### config.mk
export PLATFORM = sky130hd
export DESIGN_NAME = ripple_carry_adder_sync
export DESIGN_NICKNAME = d
export VERILOG_FILES = /design/src/rtl/ripple_carry_adder_sync.sv
export SDC_FILE = /design/constraint.sdc
export NUM_CORES = 1
export LEC_CHECK = 0
export ABC_AREA = 0
export BUFFER_PORTS_ARGS = -buffer_cell sky130_fd_sc_hd__buf_2
export CORE_AREA = 2 2 39 41
export DETAILED_ROUTE_END_ITERATION = 16
export DIE_AREA = 0 0 41 43
export SLEW_MARGIN = 20
export SYNTH_ARGS = -nofsm -noshare
export SYNTH_HDL_FRONTEND = slang
export SYNTH_SLANG_ARGS = --single-unit
### constraint.sdc
create_clock -name clk -period 2.3 [get_ports clk]
set_input_delay 0.46 -clock clk [delete_from_list [all_inputs] [get_ports clk]]
set_output_delay 0.46 -clock clk [all_outputs]
set_load 0.005 [all_outputs]
### src/rtl/ripple_carry_adder_sync.sv
// Registered signed adder built from an explicit ripple chain of full-adder stages.
// Define RCA_OVERFLOW_FLAG_EN to add a registered signed-overflow output.
module ripple_carry_adder_sync #(
  parameter int unsigned WIDTH = 4
) (
  input  logic             clk,
  input  logic             rst,
  input  logic             in_valid,
  input  logic [WIDTH-1:0] op1,
  input  logic [WIDTH-1:0] op2,
  input  logic             c_in,
  output logic [WIDTH-1:0] result,
  output logic             c_out,
  output logic             out_valid
`ifdef RCA_OVERFLOW_FLAG_EN
  ,
  output logic             overflow
`endif
);

  logic [WIDTH:0]   carry;
  logic [WIDTH-1:0] sum;

  assign carry[0] = c_in;

  // One full adder per bit; carry ripples from bit 0 upward.
  for (genvar i = 0; i < WIDTH; i++) begin : g_stage
    assign sum[i]     = op1[i] ^ op2[i] ^ carry[i];
    assign carry[i+1] = (op1[i] & op2[i]) | (op1[i] & carry[i]) | (op2[i] & carry[i]);
  end

  logic [WIDTH-1:0] result_q, result_d;
  logic             c_out_q, c_out_d;
  logic             out_valid_q, out_valid_d;

  always_comb begin
    result_d    = result_q;
    c_out_d     = c_out_q;
    out_valid_d = in_valid;
    if (in_valid) begin
      result_d = sum;
      c_out_d  = carry[WIDTH];
    end
  end

  always_ff @(posedge clk) begin
    if (rst) begin
      result_q    <= '0;
      c_out_q     <= 1'b0;
      out_valid_q <= 1'b0;
    end else begin
      result_q    <= result_d;
      c_out_q     <= c_out_d;
      out_valid_q <= out_valid_d;
    end
  end

  assign result    = result_q;
  assign c_out     = c_out_q;
  assign out_valid = out_valid_q;

`ifdef RCA_OVERFLOW_FLAG_EN
  logic overflow_q, overflow_d;

  // Signed overflow: carry into the sign bit differs from carry out of it.
  always_comb begin
    overflow_d = overflow_q;
    if (in_valid) overflow_d = carry[WIDTH] ^ carry[WIDTH-1];
  end

  always_ff @(posedge clk) begin
    if (rst) overflow_q <= 1'b0;
    else     overflow_q <= overflow_d;
  end

  assign overflow = overflow_q;
`endif

endmodule

==> After elaboration in Yosys (flattened, before gate mapping) <==
Index checks and enable logic that the tools add are counted.
W data, S select, Z words.
{ "word_totals": {"regBits": 6, "word_cells": 31} }
{ "classes": {"n_bitwise": 28} }
{ "op_table": {"columns": ["cell", "n"], "rows": [
  ["$and A1 B1 Y1", 12],
  ["$or A1 B1 Y1", 8],
  ["$xor A1 B1 Y1", 8]
]} }

==> Logic depth before layout (Yosys ltp) <==
{ "logic_depth": {"word_depth": 12, "mapped_depth": 8} }

==> Least setup slack after synthesis <==
No wires, ideal clock.
{ "synth_timing": {"path_type": "input to register", "start": "input port op1[0]", "end": "register result_q[3] (netlist: result[3])", "setup_time_ns": 0.079, "arrival_time_ns": 2.118, "t_required_ns": 2.221, "path_slack_ns": 0.103, "stages": 8, "cell_sequence": "inv_1 fa_1 inv_1 fa_1 fa_1 inv_1 fa_1 a211oi_2"} }
{ "synth_via": {"elab_chain_len": 10} }
{ "synth_lines": {"columns": ["item", "line", "rtl"], "rows": [
  ["start: declaration", "9", "input logic [WIDTH-1:0] op1,"],
  ["$and A1 B1 Y1", "29", "assign carry[i+1] = (op1[i] & op2[i]) | (op1[i] & carry[i]) | (op2[i] & carry[i]);"],
  ["$or A1 B1 Y1 * (2 in a row)", "29", null],
  ["$and A1 B1 Y1", "29", null],
  ["$or A1 B1 Y1", "29", null],
  ["$or A1 B1 Y1 *", "29", null],
  ["$and A1 B1 Y1", "29", null],
  ["$or A1 B1 Y1", "29", null],
  ["$or A1 B1 Y1 *", "29", null],
  ["$xor A1 B1 Y1 *", "28", "assign sum[i] = op1[i] ^ op2[i] ^ carry[i];"],
  ["end signal: assignment", "52", "result_q <= result_d;"],
  ["end: declaration", "32", "logic [WIDTH-1:0] result_q, result_d;"]
]} }
Every way passes the cells marked *; elsewhere a longest branch is shown, timed or not.
A chain may end at the register's enable or synchronous reset.

==> Worst setup path after layout <==
Ends and elaborated chain as after synthesis.

==> metrics <==
clock-pin slew on the worst setup and hold paths=50 ps; IO Port Bufs=17; Final Hold Vio Count=0; prevailing post-synth register cell=dfxtp_1; vias in the first global route=229; synthesized area per cell=~11 sq um; cells taking the most area after synthesis=dfxtp_1 (38%), fa_1 (25%), a211oi_2 (12%); antenna violations before repair=0; Max Slew Vio Count=0; Gate power share=between 20% and 30%; Setup WS post-layout=175 ps; Internal=0.202 mW; ratio of cells with drive above 1 in the final layout=47.9%; CP Launch Type=primary input; Post-Route WL=537 um; clock skew after layout=0 ps; GPL Wtd Cong=0.653; Yosys top cell by area=dfxtp_1; worst skew pair latency=230 ps; critical path arrival=2280 ps; Ys Warns=0; unrepaired setup endpoints after global routing=no; Max-slew headroom=87.1%; sequential power share=43.9%; Leak Pwr=0.232 nW; post-DP HPWL=473 um; FF-to-FF setup slack=1720 ps; CTS max path bufs=2; reg-to-reg critical path endpoint=c_out; ys async rst share=0%; drc violations=0; placed cell area=414 sq um; number of distinct library cells after synthesis=8; fin crit period=about 2100 ps; Period Utilization, post-route=92.4%; Vias=237; first-pass GRT wire length=~950 um; TritonRoute pass-1 iters=4; Pwr per Cell Area=613 mW/mm^2; largest net degree at the start of global routing=10; Die Span X=41 um; top-area cell type share of the netlist area=between 30% and 40%; Num CTS Buffers=3; CTS root buf=clkbuf_4; CTS tree=done; hold path cells=2; hold path endpoint=result[2]; max-cap viol count=0; Non-Filler Cell Area, Final=437 sq um; Least-Margin Pin Slew=194 ps; Starting DRT DRC Count=3; H-tree levels=1; Top Ports=18; post-synth net total=45; height of the die=43 um; Antenna Violating Nets Remaining=0; gr usage total=roughly 8%; Power Total=0.268 mW; dpl ws=-95.6 ps; Rows=14; clock share of power=35.1%; FF-to-FF Start=c_out; CP Capture Type=flip-flop; Synth Instances=29; Setup Fix Bufs, Post-CTS=0; Filler cells=between 100 and 150; final setup fails=0; library cell with the highest instance count after synthesis=inv_1; Crit Path Class=primary input to flip-flop; largest fanout on the critical path=1; diode count=0; worst hold margin=487 ps; status=finished clean; number of synthesized flops with an enable pin=0; die area=0.00176 sq mm; via/cell ratio=3.70; # resized after CTS=0; area grow syn2layout=36.3%; synthesis-stage register bit count=6; hold_buf cts=0; floorplan core area=approximately 0.0014 sq mm; HP Start=result[2]; Clock Sink Count=6; fin util=31.6%; Hold Crit Class=flip-flop to flip-flop; detailed-route wire length per cell=8.39 um; Final nets=66; Worst VDD drop=0.000272 V; f_max=471 MHz; sequential area share after synthesis=37.5%; grt ovf=0; switching share of power=24.7%; Post-Syn Area=320 sq um; WP data required=2460 ps; Reg2Reg Depth=2; starting density of the core=23.1%; top post-synthesis cells by count=inv_1 (7), dfxtp_1 (6), nor2_1 (5), fa_1 (4), a211oi_2 (3); Psw=0.0660 mW
-- how the worst max path moves through the flow --
stage	startpoint	to	slack (ps)
after floorplan	op1[0]	result[3]	100
after global placement	op1[0]	result[3]	-80
after detailed placement	op1[0]	result[3]	-100
after CTS	op1[0]	result[3]	150
after global routing	op2[0]	result[3]	80
final	op1[0]	result[3]	180
-- layout by cell type (no fill, tap or decap) --
| cell type | count |
|---|---|
| a211oi_2 | 3 |
| buf_2 | 17 |
| clkbuf_4 | 3 |
| dfxtp_1 | 6 |
| fa_1 | 4 |
| inv_1 | 7 |
| mux2i_1 | 2 |
| nor2_1 | 5 |
| nor2b_1 | 1 |
-- critical path, cell delays in order --
cell	delay, ps
buf_2	90
inv_1	70
fa_1	160
inv_1	50
fa_1	380
fa_1	370
inv_1	80
fa_1	420
a211oi_2	210
-- power groups by stage --
stage          sequential [mW]  clock (mW)  combinational [mW]
3_3_place_gp             0.119           0              0.0560
5_1_grt                  0.118       0.102              0.0647
3_5_place_dp             0.119           0              0.0580
2_1_floorplan            0.121           0              0.0320
6_report                 0.117      0.0939              0.0563
4_1_cts                  0.117      0.0956              0.0580
-- layout make-up --
| type | count | area (sq um) | share of cell area (%) |
|---|---|---|---|
| Tap cell | 16 | 20.0 | 4.58 |
| Sequential cell | 6 | 120 | 27.5 |
| Multi-Input combinational cell | 15 | 163 | 37.2 |
| Inverter | 7 | 26.3 | 6.02 |
| Timing Repair Buffer | 17 | 85.1 | 19.5 |
| Clock buffer | 3 | 22.5 | 5.16 |
-- state kept, by name, summed over array words and instances, names as in the netlist --
name and flops:
c_out 1, result 4, out_valid 1
-- logic make-up after synthesis --
logic type,after synthesis,share of synthesized area [%]
buffers and inverters,8,11.7
and+or+nand+nor,6,7.81
DFF,6,37.5
adders and majority gates,4,25.0
AOI/OAI and AO/OA,3,11.7
muxes,2,6.25
-- per-stage QoR --
stage,setup TNS [ps],instances
floorplan,0,29
global placement,-77.4,61
detailed placement,-95.6,61
CTS,0,64
global route,0,64
finish,0,64
-- routing by layer --
metal / track usage, % / routed length, um / vias to the layer above
li1: - / - / 126
met1: 10.9 / 220 / 106
met2: 10.6 / 285 / 5
met3: 3.14 / 30 / 0
met4: 4.00 / 0 / 0
met5: 0 / 0 / -
Power figures use the tool's default switching activity.
